--- config.mk ---
export PLATFORM = sky130hd
export DESIGN_NAME = vfd_grid_capture
export DESIGN_NICKNAME = d
export VERILOG_FILES = /design/src/rtl/vfd_grid_capture.sv
export SDC_FILE = /design/constraint.sdc
export NUM_CORES = 2
export LEC_CHECK = 0
export ABC_AREA = 1
export CORE_MARGIN = 8
export CORE_UTILIZATION = 49
export DETAILED_ROUTE_END_ITERATION = 12
export PLACE_DENSITY = 0.63
export SYNTH_ARGS = -nofsm -noshare
export SYNTH_HDL_FRONTEND = slang
export SYNTH_SLANG_ARGS = --single-unit
--- constraint.sdc ---
create_clock -name clk -period 54.3 [get_ports clk]
set_clock_uncertainty 0.05 [all_clocks]
set_input_delay 10.86 -clock clk [delete_from_list [all_inputs] [get_ports clk]]
set_output_delay 10.86 -clock clk [all_outputs]
set_load 0.01 [all_outputs]
--- src/rtl/vfd_grid_capture.sv ---
// Captures debounced VFD grid/plate drive into a row buffer with per-row phosphor decay.
// Row update STABLE+1 clocks after the last input change, read port adds one clock; no backpressure.
module vfd_grid_capture #(
   parameter int GRIDS  = 16,
   parameter int PLATES = 24,
   parameter int STABLE = 8,
   parameter int DECAY  = 40000,
   parameter int AW     = 4
) (
   input  logic              clk,
   input  logic              reset,
   input  logic [GRIDS-1:0]  grid,
   input  logic [PLATES-1:0] plate,
   input  logic [AW-1:0]     rd_addr,
   output logic [PLATES-1:0] rd_data,
   output logic [GRIDS-1:0]  row_lit,
   output logic              changed
);

   localparam int SW = $clog2(STABLE + 1);
   localparam int DW = $clog2(DECAY + 1);

   logic [GRIDS-1:0]  grid_q;
   logic [PLATES-1:0] plate_q;
   logic [SW-1:0]     stab_cnt_q, stab_cnt_d;
   logic              stable;

   logic [PLATES-1:0] row_q  [GRIDS];
   logic [PLATES-1:0] row_d  [GRIDS];
   logic [DW-1:0]     dcnt_q [GRIDS];
   logic [DW-1:0]     dcnt_d [GRIDS];
   logic [GRIDS-1:0]  lit_q, lit_d;
   logic              changed_q, changed_d;
   logic [PLATES-1:0] rd_data_q, rd_data_d;

   // Stability is judged on the count being loaded this edge, so the write lands STABLE+1 clocks after a change.
   always_comb begin
      stab_cnt_d = stab_cnt_q;
      if ({grid, plate} != {grid_q, plate_q}) begin
         stab_cnt_d = '0;
      end else if (stab_cnt_q != SW'(STABLE)) begin
         stab_cnt_d = stab_cnt_q + SW'(1);
      end
      stable = (stab_cnt_d == SW'(STABLE));
   end

   always_comb begin
      changed_d = 1'b0;
      for (int g = 0; g < GRIDS; g++) begin
         row_d[g]  = row_q[g];
         dcnt_d[g] = dcnt_q[g];
         lit_d[g]  = lit_q[g];
         if (stable && grid_q[g]) begin
            row_d[g]  = plate_q;
            dcnt_d[g] = DW'(DECAY);
            lit_d[g]  = 1'b1;
         end else if (dcnt_q[g] != '0) begin
            dcnt_d[g] = dcnt_q[g] - DW'(1);
            if (dcnt_q[g] == DW'(1)) begin
               row_d[g] = '0;
               lit_d[g] = 1'b0;
            end
         end
         if (row_d[g] != row_q[g]) begin
            changed_d = 1'b1;
         end
      end
   end

   always_comb begin
      rd_data_d = '0;
      for (int g = 0; g < GRIDS; g++) begin
         if (rd_addr == AW'(g)) begin
            rd_data_d = row_q[g];
         end
      end
   end

   always_ff @(posedge clk or posedge reset) begin
      if (reset) begin
         grid_q     <= '0;
         plate_q    <= '0;
         stab_cnt_q <= '0;
         lit_q      <= '0;
         changed_q  <= 1'b0;
         rd_data_q  <= '0;
         for (int g = 0; g < GRIDS; g++) begin
            row_q[g]  <= '0;
            dcnt_q[g] <= '0;
         end
      end else begin
         grid_q     <= grid;
         plate_q    <= plate;
         stab_cnt_q <= stab_cnt_d;
         lit_q      <= lit_d;
         changed_q  <= changed_d;
         rd_data_q  <= rd_data_d;
         for (int g = 0; g < GRIDS; g++) begin
            row_q[g]  <= row_d[g];
            dcnt_q[g] <= dcnt_d[g];
         end
      end
   end

   assign rd_data = rd_data_q;
   assign row_lit = lit_q;
   assign changed = changed_q;

endmodule

==> summary.md <==
| Metric | Value |
|---|---|
| IO Port Bufs | 86 |
| Final Critical Period | 14,640 ps |
| Root buffer cell | clkbuf_16 |
| Seq/Total Area, Yosys | 0.4346 |
| Total GRT Usage | 0.3074 |
| Synth top area cells | dfrtp_1, nand2_1, nand3_1 |
| Max-slew violations | 0 |
| Routability cong. | 1.002 |
| Top-count cell post-synth | nand2_1 |
| Setup violators final | 0 |
| Final worst slack | 39,660 ps |
| Pleak | 23.08 nW |
| Synthesized instance count | 5,960 |
| PwrDens | 25.36 mW/mm^2 |
| CP Max Fanout | 61 |
| Final worst path period share | 0.2697 |
| Max VDD drop | 23.47 uV |
| RSZ-0062 raised after global routing | false |
| Yosys top cell by area | dfrtp_1 |
| Mapped cell area | 0.04175 sq mm |
| Vias per cell | 5.759 |
| DP Cell Count | 7,029 |
| Netlist cell types | 48 |
| Tightest Pin Transition | 1025 ps |
| ANT nets after route | 0 |
| Design area | 0.04664 sq mm |
| Mapped Nets | 6,040 |
| Reg-to-reg endpoint | changed$_DFF_PP0_ |
| Avg Cell Area, Syn | 7.005 sq um |
| Total CTS buffers | 85 |
| Skew-Pair Late Insertion Delay | 650 ps |
| FF/Latch Area | 0.01814 sq mm |
| Crit path launch | plate[11] |
| Max Fclk | 68.29 MHz |
| WS Path Type | in -> reg |
| DP HPWL | 100.5 mm |
| Initial antenna violation count | 3 |
| Post-CTS sizing | 0 |
| Main synth FF type | dfrtp_1 |
| Endpoints failing hold | 0 |
| CP required | 54,780 ps |
| Detailed Route WL | 148.6 mm |
| WL/cell | 20.69 um |
| Setup bufs post-CTS | 0 |
| Synthesized flop and latch total | 725 |
| Multi-input gate area | 0.02034 sq mm |
| IO Count | 87 |
| Worst Hold Class | reg -> reg |
| Die ar. | 0.09480 sq mm |
| Commonest cells post-synth | nand2_1, nor2_1, nand3_1 |
| Number of global-route vias before repair | 38,230 |
| DR vias | 41,360 |
| H-tree levels | 3 |
| Hold-fix buffers, CTS | 0 |
| Layout cells sized above 1 | 0.05003 |
| Rows | 107 |
| Number of flops mapped to enable cells by yosys | 0 |
| Setup_tns | 0 ps |
| 1st-pass router iterations | 7 |
| Clock transition at the registers of the reported paths | 60 ps |
| Worst slack, placed | 39,040 ps |
| Area share of the largest cell type after synthesis | 0.4346 |
| Grt total ovfl | 0 |
| Longest Clk Path Bufs | 3 |
| CP arrival | 15,120 ps |
| Layout area overhead | 11.71% |
| DIE HEIGHT | 307.9 um |
| First-pass GRT wire length | 228.0 mm |
| Worst slew margin | 0.3165 |
| Reg2Reg Depth | 21 |
| CP endpoint kind | register |
| Clk sink count | 725 |
| Yosys warnings | 0 |
| Placed cell area | 0.04382 sq mm |
| Max-cap violation count | 0 |
| NumNets Final | 6,052 |
| Startpoint types | input port |
| Initial DRC count | 5,318 |
| Asr flop ratio synth | 1.000 |
| Pwr Total | 1.183 mW |
| Fill cells | 8,162 |
| R2R setup slack | 49,530 ps |
| Starting Density | 0.4926 |
| DRC viols | 0 |
| Reg2Reg Launch Point | plate_q[18]$_DFF_PP0_ |
| Core Region | 0.08475 sq mm |
| Largest net degree at the start of global routing | 157 |
| Die W | 307.9 um |
| Worst Setup EP | changed$_DFF_PP0_ |
| Final Non-Filler Cells | 7,181 |
| Status | finished, final reports clean |
| CTS tree | built |
## cell usage in the layout, fill, tap and decap left out, types with 17 or more instances in the layout
cell and instances:
a211oi_1 53, a21oi_1 163, buf_4 94, clkbuf_16 88
clkdlybuf4s50_1 86, clkinv_2 19, dfrtp_1 724, ha_1 34
inv_1 604, nand2_1 1803, nand3_1 762, nand3b_1 56
nand4_1 94, nor2_1 756, nor2_4 17, nor3_1 72
o2111ai_1 29, o211ai_1 39, o21ai_0 201, o22ai_1 66
o31ai_1 24, or2_2 39, xnor2_1 19, xor2_1 57
## critical path: stages
cell and delay (ps):
clkdlybuf4s50_1 500, inv_1 50, nand2_1 50, nand2_1 50
nor2_1 150, nand2_1 70, nor2_1 160, nand3_1 160
nor2_2 160, nand4_2 90, buf_4 300, nor2_4 140
buf_4 550, nand2_1 190, nand3_1 150, nand2_1 60
nor2_1 600, nand2_1 110, nor2_1 220, nand2_1 90
nor2_1 100, nand2_1 70, nor2_1 120, nand3_1 70
## flip-flops by register name, summed over array words and instances, names as in the netlist
register / flops
plate_q: 24
stab_cnt_q: 4
row_lit: 16
rd_data: 24
changed: 1
dcnt_q: 256
grid_q: 16
row_q: 384
## per-layer routing
metal / up-vias / part of all wire / GRT usage
li1: 19400 / - / -
met1: 19260 / 0.41 / 0.4239
met2: 2171 / 0.42 / 0.4526
met3: 519 / 0.11 / 0.07336
met4: 6 / 0.057 / 0.1494
met5: - / 0.00027 / 0
## power by group
part           internal, mW  total, mW  switching (mW)  leakage, nW
Clock                 0.344      0.589           0.245         1.39
Sequential            0.543      0.545         0.00208         8.83
Combinational        0.0108     0.0490          0.0381         12.9
Total                 0.898       1.18           0.285         23.1
## area by class of cell
type | instances | area share
clock inverter | 36 | 0.007995
inverter | 609 | 0.04918
timing repair buffer | 182 | 0.03445
clock buffer | 115 | 0.05239
antenna | 1 | 0.00005366
sequential | 725 | 0.3890
multi-input combinational | 4369 | 0.4362
tap | 1144 | 0.03069
## cells by family after synthesis
family / count (synthesis) / synth area share
and+or+nand+nor: 3641 / 0.3700
AOI/OAI and AO/OA: 618 / 0.08874
xor gates and xnor gates: 76 / 0.01594
adders and majority gates: 34 / 0.01019
buffers and inverters: 866 / 0.08056
DFF: 725 / 0.4346
## worst min path at each step
| stage | from | slack (ps) | cells after the start | end |
|---|---|---|---|---|
| finish | row_lit[14]$_DFFE_PP0P_ | 430 | 2 | row_lit[14]$_DFFE_PP0P_ |
| global route | row_lit[6]$_DFFE_PP0P_ | 460 | 2 | row_lit[6]$_DFFE_PP0P_ |
| CTS | dcnt_q[77]$_DFFE_PP0P_ | 430 | 1 | dcnt_q[77]$_DFFE_PP0P_ |
| detailed placement | row_lit[2]$_DFFE_PP0P_ | 420 | 2 | row_lit[2]$_DFFE_PP0P_ |
| global placement | dcnt_q[207]$_DFFE_PP0P_ | 410 | 2 | dcnt_q[207]$_DFFE_PP0P_ |
| floorplan | dcnt_q[77]$_DFFE_PP0P_ | 400 | 1 | dcnt_q[77]$_DFFE_PP0P_ |
## stage by stage
step           hold slack [ps]    util
5_1_grt                  458.6  0.5503
6_report                 433.4  0.5503
3_3_place_gp             414.4  0.5171
4_1_cts                  434.5  0.5503
3_5_place_dp             419.6  0.5171
2_1_floorplan            398.7       -
No activity file was read; power rests on OpenSTA's default activity.
